[config.mk]
export PLATFORM = sky130hd
export DESIGN_NAME = dr_sync_rx_fifo
export DESIGN_NICKNAME = d
export VERILOG_FILES = /design/src/rtl/dr_pkg.sv /design/src/rtl/dr_rx_decode.sv /design/src/rtl/dr_sync_rx_fifo.sv
export SDC_FILE = /design/constraint.sdc
export NUM_CORES = 1
export LEC_CHECK = 0
export ABC_AREA = 1
export BUFFER_PORTS_ARGS = -buffer_cell sky130_fd_sc_hd__buf_4
export CAP_MARGIN = 20
export CORE_UTILIZATION = 47
export CTS_CLUSTER_SIZE = 14
export DETAILED_ROUTE_END_ITERATION = 8
export SLEW_MARGIN = 5
export SYNTH_ARGS = -nofsm -noshare
export SYNTH_HDL_FRONTEND = slang
export SYNTH_SLANG_ARGS = --single-unit
export TNS_END_PERCENT = 10
[constraint.sdc]
create_clock -name clk -period 3.55 [get_ports clk]
set_clock_uncertainty 0.2 [all_clocks]
set_input_delay 0.71 -clock clk [delete_from_list [all_inputs] [get_ports clk]]
set_output_delay 0.71 -clock clk [all_outputs]
set_load 0.02 [all_outputs]
[src/rtl/dr_pkg.sv]
// Shared constants, FSM state type and sizing helper for the dual-rail receiver.
package dr_pkg;

  localparam logic [15:0] ENC_TP = "TP";
  localparam logic [15:0] ENC_FP = "FP";

  localparam logic T_RAIL = 1'b1;
  localparam logic F_RAIL = 1'b0;

  typedef enum logic {
    WAIT_TOKEN = 1'b0,
    WAIT_NULL  = 1'b1
  } fsm_state_e;

  function automatic int clog2_cnt(input int depth);
    return $clog2(depth + 1);
  endfunction

endpackage

[src/rtl/dr_rx_decode.sv]
// Rail synchronisers plus completion, data and protocol-error decode for both encodings.
module dr_rx_decode
  import dr_pkg::*;
#(
  parameter logic [15:0] ENC         = ENC_TP,
  parameter int          WIDTH       = 8,
  parameter int          SYNC_STAGES = 2
) (
  input  logic                   clk,
  input  logic                   rst,
  input  logic [WIDTH-1:0][1:0]  i_rails,
  input  logic                   i_capture,
  output logic                   o_tok_cmpl,
  output logic                   o_tok_null,
  output logic [WIDTH-1:0]       o_tok_data,
  output logic                   o_proto_err
);

  localparam logic IS_TP = (ENC == ENC_TP);

  logic [SYNC_STAGES-1:0][WIDTH-1:0][1:0] r_sync;
  logic                                   r_ph;
  logic [WIDTH-1:0]                       r_prev_r1;
  logic [WIDTH-1:0]                       r_prev_r0;

  logic [WIDTH-1:0][1:0] w_s;
  logic [WIDTH-1:0]      w_t;
  logic [WIDTH-1:0]      w_f;

  // NOTE: every clocked register uses non-blocking assignment so all flops sample the pre-edge values.
  always_ff @(posedge clk or negedge rst) begin
    if (!rst) begin
      r_sync <= '0;
    end else begin
      r_sync <= {r_sync[SYNC_STAGES-2:0], i_rails};
    end
  end

  assign w_s = r_sync[SYNC_STAGES-1];

  for (genvar i = 0; i < WIDTH; i++) begin : g_bit
    assign w_t[i] = w_s[i][T_RAIL];
    assign w_f[i] = w_s[i][F_RAIL];
  end

  // Two-phase state: the parity expected for "no new token" and the rails seen at the last capture.
  always_ff @(posedge clk or negedge rst) begin
    if (!rst) begin
      r_ph      <= 1'b0;
      r_prev_r1 <= '0;
      r_prev_r0 <= '0;
    end else if (i_capture) begin
      r_ph      <= ~r_ph;
      r_prev_r1 <= w_t;
      r_prev_r0 <= w_f;
    end
  end

  logic             w_tp_cmpl;
  logic             w_tp_err;
  logic [WIDTH-1:0] w_tp_data;
  logic             w_fp_cmpl;
  logic             w_fp_err;

  assign w_tp_cmpl = &((w_t ^ w_f) ^ {WIDTH{r_ph}});
  assign w_tp_data = w_t ^ r_prev_r1;
  assign w_tp_err  = |((w_t ^ r_prev_r1) & (w_f ^ r_prev_r0));

  // A bit showing 11 is neither a valid value nor a spacer, so it blocks completion.
  assign w_fp_cmpl = &(w_t ^ w_f);
  assign w_fp_err  = |(w_t & w_f);

  assign o_tok_cmpl  = IS_TP ? w_tp_cmpl : w_fp_cmpl;
  assign o_tok_data  = IS_TP ? w_tp_data : w_t;
  assign o_proto_err = IS_TP ? w_tp_err  : w_fp_err;
  assign o_tok_null  = ~|(w_t | w_f);

endmodule

[src/rtl/dr_sync_rx_fifo.sv]
// Dual-rail channel receiver feeding a DEPTH-entry clocked FIFO; back-pressure withholds ack.
module dr_sync_rx_fifo
  import dr_pkg::*;
#(
  parameter logic [15:0] ENC         = ENC_TP,
  parameter int          WIDTH       = 8,
  parameter int          DEPTH       = 4,
  parameter int          SYNC_STAGES = 2
) (
  input  logic                          clk,
  input  logic                          rst,
  input  logic [WIDTH-1:0][1:0]         in,
  output logic                          ack_o,
  output logic [WIDTH-1:0]              out_data,
  output logic                          out_valid,
  input  logic                          out_ready,
  output logic [clog2_cnt(DEPTH)-1:0]   count,
  output logic                          err
);

  localparam int   CW    = clog2_cnt(DEPTH);
  localparam int   PW    = (DEPTH > 1) ? $clog2(DEPTH) : 1;
  localparam logic IS_TP = (ENC == ENC_TP);

  logic             w_tok_cmpl;
  logic             w_tok_null;
  logic [WIDTH-1:0] w_tok_data;
  logic             w_proto_err;
  logic             w_push;
  logic             w_pop;

  fsm_state_e       r_state;
  logic             r_ack;
  logic             r_err;
  logic [WIDTH-1:0] r_mem [DEPTH];
  logic [PW-1:0]    r_wr_ptr;
  logic [PW-1:0]    r_rd_ptr;
  logic [CW-1:0]    r_count;
  logic [WIDTH-1:0] r_last;

  dr_rx_decode #(
    .ENC         (ENC),
    .WIDTH       (WIDTH),
    .SYNC_STAGES (SYNC_STAGES)
  ) u_decode (
    .clk         (clk),
    .rst         (rst),
    .i_rails     (in),
    .i_capture   (w_push),
    .o_tok_cmpl  (w_tok_cmpl),
    .o_tok_null  (w_tok_null),
    .o_tok_data  (w_tok_data),
    .o_proto_err (w_proto_err)
  );

  function automatic logic [PW-1:0] next_ptr(input logic [PW-1:0] p);
    return (p == PW'(DEPTH - 1)) ? '0 : p + 1'b1;
  endfunction

  // Fullness uses the registered count, so a full FIFO popping this cycle accepts the token next cycle.
  assign w_push    = (r_state == WAIT_TOKEN) && w_tok_cmpl && (r_count < CW'(DEPTH));
  assign w_pop     = out_valid && out_ready;
  assign out_valid = (r_count != '0);
  assign out_data  = out_valid ? r_mem[r_rd_ptr] : r_last;
  assign count     = r_count;
  assign ack_o     = r_ack;
  assign err       = r_err;

  always_ff @(posedge clk or negedge rst) begin
    if (!rst) begin
      r_state <= WAIT_TOKEN;
      r_ack   <= 1'b0;
      r_err   <= 1'b0;
    end else begin
      if (w_proto_err) r_err <= 1'b1;
      case (r_state)
        WAIT_TOKEN: begin
          if (w_push) begin
            if (IS_TP) begin
              r_ack <= ~r_ack;
            end else begin
              r_ack   <= 1'b1;
              r_state <= WAIT_NULL;
            end
          end
        end
        WAIT_NULL: begin
          if (w_tok_null) begin
            r_ack   <= 1'b0;
            r_state <= WAIT_TOKEN;
          end
        end
        default: r_state <= WAIT_TOKEN;
      endcase
    end
  end

  // NOTE: the storage array has no reset; pointers and count define validity, and out_data shows r_last while empty.
  always_ff @(posedge clk) begin
    if (w_push) r_mem[r_wr_ptr] <= w_tok_data;
  end

  always_ff @(posedge clk or negedge rst) begin
    if (!rst) begin
      r_wr_ptr <= '0;
      r_rd_ptr <= '0;
      r_count  <= '0;
      r_last   <= '0;
    end else begin
      if (w_push) r_wr_ptr <= next_ptr(r_wr_ptr);
      if (w_pop) begin
        r_rd_ptr <= next_ptr(r_rd_ptr);
        r_last   <= r_mem[r_rd_ptr];
      end
      case ({w_push, w_pop})
        2'b10:   r_count <= r_count + 1'b1;
        2'b01:   r_count <= r_count - 1'b1;
        default: r_count <= r_count;
      endcase
    end
  end

endmodule

### After elaboration in Yosys (flattened, before gate mapping)

Memories as Yosys holds them, arrays and structs flattened.
Index checks and enable logic that the tools add are counted.

| storage, ports and cells | value |
|---|---|
| memories | 1 |
| logic and storage cells | 67 |
| flip-flop bits (word level) | 67 |
| bits of input ports | 19 |
| RAM bits | 32 |

| operators by class | value |
|---|---|
| muxes and demuxes | 11 |
| bitwise gates (word level) | 9 |
| equal/unequal tests | 6 |
| order comparisons | 1 |
| $add $sub $neg | 4 |
| reductions and logical operators | 9 |

Memories:

| name | depth | width | rd ports | clocked after memory_dff | write ports | RTL line | source |
|---|---|---|---|---|---|---|---|
| r_mem | 4 | 8 | 1 | 0 | 1 | dr_sync_rx_fifo.sv:35 | `logic [WIDTH-1:0] r_mem [DEPTH];` |

Operator list:

| kind | count |
|---|---|
| $xor 8x8->8 | 4 |
| $reduce_or 8->1 | 2 |
| $and 8x8->8 | 1 |
| $mux 8 | 1 |
| $or 8x8->8 | 1 |
| $reduce_and 8->1 | 1 |
| $eq 2x2->1 const B | 3 |
| $pmux 3 s2 | 1 |
| $mux 1 | 5 |
| $add 2x1->2 const B | 2 |
| $mux 2 | 2 |
| $ne 2x2->1 const B | 2 |
| $pmux 1 s2 | 2 |
| $add 3x1->3 const B | 1 |
| $logic_and 1x1->1 | 3 |
| $lt 3x3->1 const B | 1 |
| $not 1->1 | 3 |
| $reduce_bool 3->1 | 1 |
| $sub 3x1->3 const B | 1 |
| $eq 2x1->1 const B | 1 |
| $reduce_and 2->1 | 1 |
| $reduce_bool 2->1 | 1 |

### Longest topological paths before layout

| depth | value |
|---|---|
| depth in word-level cells | 7 |
| depth in mapped cells | 15 |
| gate-level depth less buffers | 14 |

### Cells and area by module

A second synthesis with hierarchy kept.

| unflattened totals | value |
|---|---|
| cells, all modules | 411 |
| area total of the unflattened synthesis | 4255.3 um^2 |

By module, submodules not included:

| module | area each (um^2) | times used | cells an instance | seq. area each (um^2) |
|---|---|---|---|---|
| dr_sync_rx_fifo | 2282.2 | 1 | 207 | 1411.4 |
| dr_rx_decode | 1973.1 | 1 | 204 | 1226.2 |

### Worst setup path before layout

Ideal clock, no wire load.

| path | value |
|---|---|
| path kind | register -> register |
| start point | reg u_decode.r_sync[16] in the netlist's numbering |
| end point | reg r_count[2], in the netlist count[2] |
| stages on the path, launching flop included | 15 |
| period minus slack after synthesis | 2.481 ns |
| data required time | 3.217 ns |
| arrival | 2.148 ns |
| slack | 1.069 ns |
| library setup time | 0.133 ns |
| cell sequence | dfrtp_1 > inv_1 > ha_1 > nand2_1 > nor2_1 > nand2_1 > nand2_2 > nand3_4 > buf_6 > ha_1 > inv_1 > fa_1 > a21oi_1 > o21ai_0 > xnor2_1 |

| on the way | value |
|---|---|
| cells in the longest elaborated chain, start to end | 7 |
| elaborated cells between the ends (all ways) | 9 |

RTL lines:

| what | RTL line | source |
|---|---|---|
| start, declared | dr_rx_decode.sv:21 | `logic [SYNC_STAGES-1:0][WIDTH-1:0][1:0] r_sync;` |
| start signal, assigned | dr_rx_decode.sv:35 | `r_sync <= {r_sync[SYNC_STAGES-2:0], i_rails};` |
| $xor 8x8->8 (*) (2 in series) | dr_rx_decode.sv:65 | `assign w_tp_cmpl = &((w_t ^ w_f) ^ {WIDTH{r_ph}});` |
| $reduce_and 8->1 (*) | dr_rx_decode.sv:65 |  |
| $logic_and 1x1->1 (*) (2 in series) | dr_sync_rx_fifo.sv:61 | `assign w_push = (r_state == WAIT_TOKEN) && w_tok_cmpl && (r_count < CW'(DEPTH));` |
| $eq 2x1->1 / $eq 2x2->1 (equally long branches) | dr_sync_rx_fifo.sv:115 | `case ({w_push, w_pop})` |
| $pmux 3 s2 / $reduce_bool 2->1 (equally long branches) | - |  |
| end signal, assigned | dr_sync_rx_fifo.sv:116 | `2'b10: r_count <= r_count + 1'b1;` |
| end signal, assigned | dr_sync_rx_fifo.sv:117 | `2'b01: r_count <= r_count - 1'b1;` |
| end signal, assigned | dr_sync_rx_fifo.sv:118 | `default: r_count <= r_count;` |
| end, declared | dr_sync_rx_fifo.sv:38 | `logic [CW-1:0] r_count;` |

Mark *: on every way between the ends. The rest lies on a longest branch, timed or not.
A chain may end at the register's enable or synchronous reset.

### Worst setup path in the final report

| path | value |
|---|---|
| start point | reg r_rd_ptr[0] |
| end point | out out_data[6] |

| on the way | value |
|---|---|
| cells in the longest elaborated chain, start to end | 2 |

RTL lines:

| what | RTL line | source |
|---|---|---|
| start, declared | dr_sync_rx_fifo.sv:37 | `logic [PW-1:0] r_rd_ptr;` |
| start signal, assigned | dr_sync_rx_fifo.sv:112 | `r_rd_ptr <= next_ptr(r_rd_ptr);` |
| $mem_v2 4x8 | - |  |
| $mux 8 | dr_sync_rx_fifo.sv:64 | `assign out_data = out_valid ? r_mem[r_rd_ptr] : r_last;` |
| end, declared | dr_sync_rx_fifo.sv:14 | `output logic [WIDTH-1:0] out_data,` |

Every way passes these cells.

==> impl_metrics.yaml <==
job:
  max_cap_viol_count: 0
worst_setup_path:
  criticalPathCategory: "reg2out"
  path_common_cell: "nand2_1"
  arrival_ps: 1930
  worstSetupEndpointType: "output port"
  crit_fanout: 19
  worst_ep_required_time_ps: 2640
  critical_path.cell_chain: "inv_2 -> nand2_1 -> nand3_1 -> nand2_1 -> o21ai_0 -> buf_4"
  cpPeakStageDelay_ps: 740
  timing.reg2reg.worst_path_depth: 10
  minimum_setup_slack_among_reg_to_reg_paths_ps: 830
  rr_startpoint: "u_decode.r_sync[24]$_DFF_PN0_"
  critical-path-slowest-cell: "dfrtp_1"
  reg_to_reg_critical_path_endpoint: "r_mem[2][3]$_DFFE_PP_"
  setup.worst_path.start_class: "register"
sta:
  setup_violations: 0
  fin_tns_setup_ps: 0
  worst-slew-pin-transition_ps: 846
  finalCriticalPeriod_ps: 2840
  slew_violations: 0
  maxSlewHeadroom_pct: 43.6
  fin_worst_hold_slack_ps: 153
  layout_worst_path_cycle_share_pct: 80.1
  final-hold-violation-count: 0
  setup_repair_after_global_routing_missed_its_margin: "false"
  fmax_mhz: 352
power:
  peakVddDrop_uv: 250
  p_leak_nw: 2.18
  power_per_cell_area_nw_per_um2: 769
finish:
  design.final.nets: 455
  layout.cells.most_common_list: "nand2_1 (112), dfrtp_1 (67), inv_1 (38)"
  n_antenna_cell: 0
  final_common_cell: "nand2_1"
  layout.filler_cells: 783
  signed_area_change_from_the_synthesized_netlist_to_the_final_layout_pct: 12.5
  drive_gt1_share_pct: 19.0
place:
  gp_congestion: 0.737
  io_buffer_count: 32
  place.detailed.hpwl_mm: 4.67
logic_synthesis:
  synthDominantAreaCellType: "dfrtp_1"
  flop_and_latch_count_out_of_synthesis: 99
  yosysSeqAreaShare_pct: 63.0
  yosys.area.top_type_share_pct: 40.0
  async_reset_ff_share_pct: 67.7
  synth_nets: 419
  yosysUniqueCellTypes: 27
  synth.area.top_cells: "dfrtp_1 (40%), edfxtp_1 (23%), nand2_1 (10%)"
  synth.yosys.warnings: 0
  mappedNetlistArea_um2: 4190
  number_of_synthesized_flops_with_an_enable_pin: 32
  avgSynthCellArea_um2: 10.9
  postSynthCellCount: 385
  yosys_most_used_dff: "dfrtp_1"
floorplanning:
  die-width_um: 96.4
  rows: 34
  placeableCoreArea_um2: 8680
  design.die.area_um2: 9290
  dieHeight_um: 96.4
  start_util_pct: 48.2
  floorplan.io_pins: 33
grt:
  grt_max_degree: 68
  globalRoute.totalOverflow: 0
  wire_length_of_the_first_global_routing_pass_mm: 10.7
  vias_in_the_first_global_route: 2328
  gr-usage-all-layers_pct: 15.9
  initial_antenna_violation_count: 0
routing:
  antenna_violating_nets_post_route: 0
  vias_per_cell: 4.71
  drtPass1Iterations: 4
  vias: 2516
  post-route-drc-count: 0
  routed_len_inst_um: 12.4
  drtIter0Drc: 73
  routed_wire_length_mm: 6.64
clock_tree:
  cts_sinks: 99
  clkLatencyLatePin_ps: 350
  post_cts.repair.setup_buffers: 0
  cts_tree: "yes"
  clock_tree.buffer_depth: 2
  cts.root.buffer_cell: "clkbuf_8"
  post_cts.resized_instances: 0
  ctsHoldBuffers: 0
  cts.reportedPaths.clkPinSlew_ps: 90
  cts_htree_levels: 3
  clock_buffers_created_by_tritoncts: 9
min_path:
  holdPathStages: 0
  min-delay-start: "u_decode.r_sync[4]$_DFF_PN0_"
  whs_endpoint: "u_decode.r_sync[20]$_DFF_PN0_"
  hold_path.class: "reg2reg"
outcome:
  run_status: "complete, no violations"
## layer usage
layer,part of all wire [%],global-route usage [%],vias up
met5,0,0,-
met4,1.6,7.48,0
met3,2.7,2.82,10
met2,49,26.8,39
met1,47,19.9,1170
li1,-,-,1297
## how the worst max path moves through the flow
stage	cells past startpoint	start	slack [ps]	end
after CTS	6	r_rd_ptr[0]$_DFFE_PN0P_	660	out_data[6]
after global routing	13	u_decode.r_sync[22]$_DFF_PN0_	530	count[2]$_DFFE_PN0P_
after detailed placement	10	u_decode.r_sync[22]$_DFF_PN0_	820	r_mem[2][4]$_DFFE_PP_
final	6	r_rd_ptr[0]$_DFFE_PN0P_	710	out_data[6]
after global placement	10	u_decode.r_sync[16]$_DFF_PN0_	810	r_mem[2][6]$_DFFE_PP_
after floorplan	14	u_decode.r_sync[16]$_DFF_PN0_	1070	count[2]$_DFFE_PN0P_
## registers in the layout, indices dropped and copies added, names as in the netlist
signal	cells
r_mem	32
u_decode.r_sync	32
r_last	8
u_decode.r_prev_r0	8
u_decode.r_prev_r1	8
count	3
r_rd_ptr	2
r_wr_ptr	2
ack_o	1
err	1
r_state	1
u_decode.r_ph	1
## cell usage after synthesis, types with 3 or more instances
cell type	instances
a21oi_1	3
buf_2	4
buf_6	5
dfrtp_1	67
edfxtp_1	32
ha_1	14
inv_1	38
inv_2	3
nand2_1	112
nand3_1	20
nor2_1	15
nor2_2	3
o21ai_0	20
o21ai_2	18
xnor2_1	3
xor2_1	14
## area by class of cell
| type | instances | area (um2) | share of cell area, % |
|---|---|---|---|
| Clock buffer | 12 | 178 | 3.77 |
| Clock inverter | 4 | 30.0 | 0.638 |
| Inverter | 42 | 158 | 3.35 |
| Multi-Input combinational cell | 234 | 1310 | 27.8 |
| Sequential cell | 99 | 2640 | 56.0 |
| Tap cell | 108 | 135 | 2.87 |
| Timing Repair Buffer | 35 | 263 | 5.58 |
## critical path, delay by kind of cell (launching register included)
family          cells  cell delay, ps
simple gates        3             290
compound gates      1              80
buf+inv             2             450
flops               1             740
## kinds of logic (layout without fill, tap and decap cells)
kind of cell	after synthesis	after routing	synth area share, %
AOI/OAI and AO/OA	42	42	6.69
xor gates and xnor gates	17	17	3.56
adders and majority gates	15	15	4.66
buffers and inverters	52	93	5.77
DFF	99	99	63.0
and+or+nand+nor	160	160	16.3
## where the power goes
group	switching [W]	internal [W]
clock network	0.000373	0.000342
logic	0.000750	0.000477
registers	0.000202	0.00148
total	0.00132	0.00230
## per-stage QoR
stage	power [W]	util, %	instances	setup WS [ps]	instance area [um2]
after floorplan	0.00256	-	385	1070	4190
after global placement	0.00293	51.9	518	808	4500
after detailed placement	0.00296	51.9	518	821	4500
after CTS	0.00367	54.3	534	661	4710
after global routing	0.00391	54.3	534	529	4710
final	0.00362	54.3	534	708	4710
Note: power is estimated with default switching activity, not from simulation.
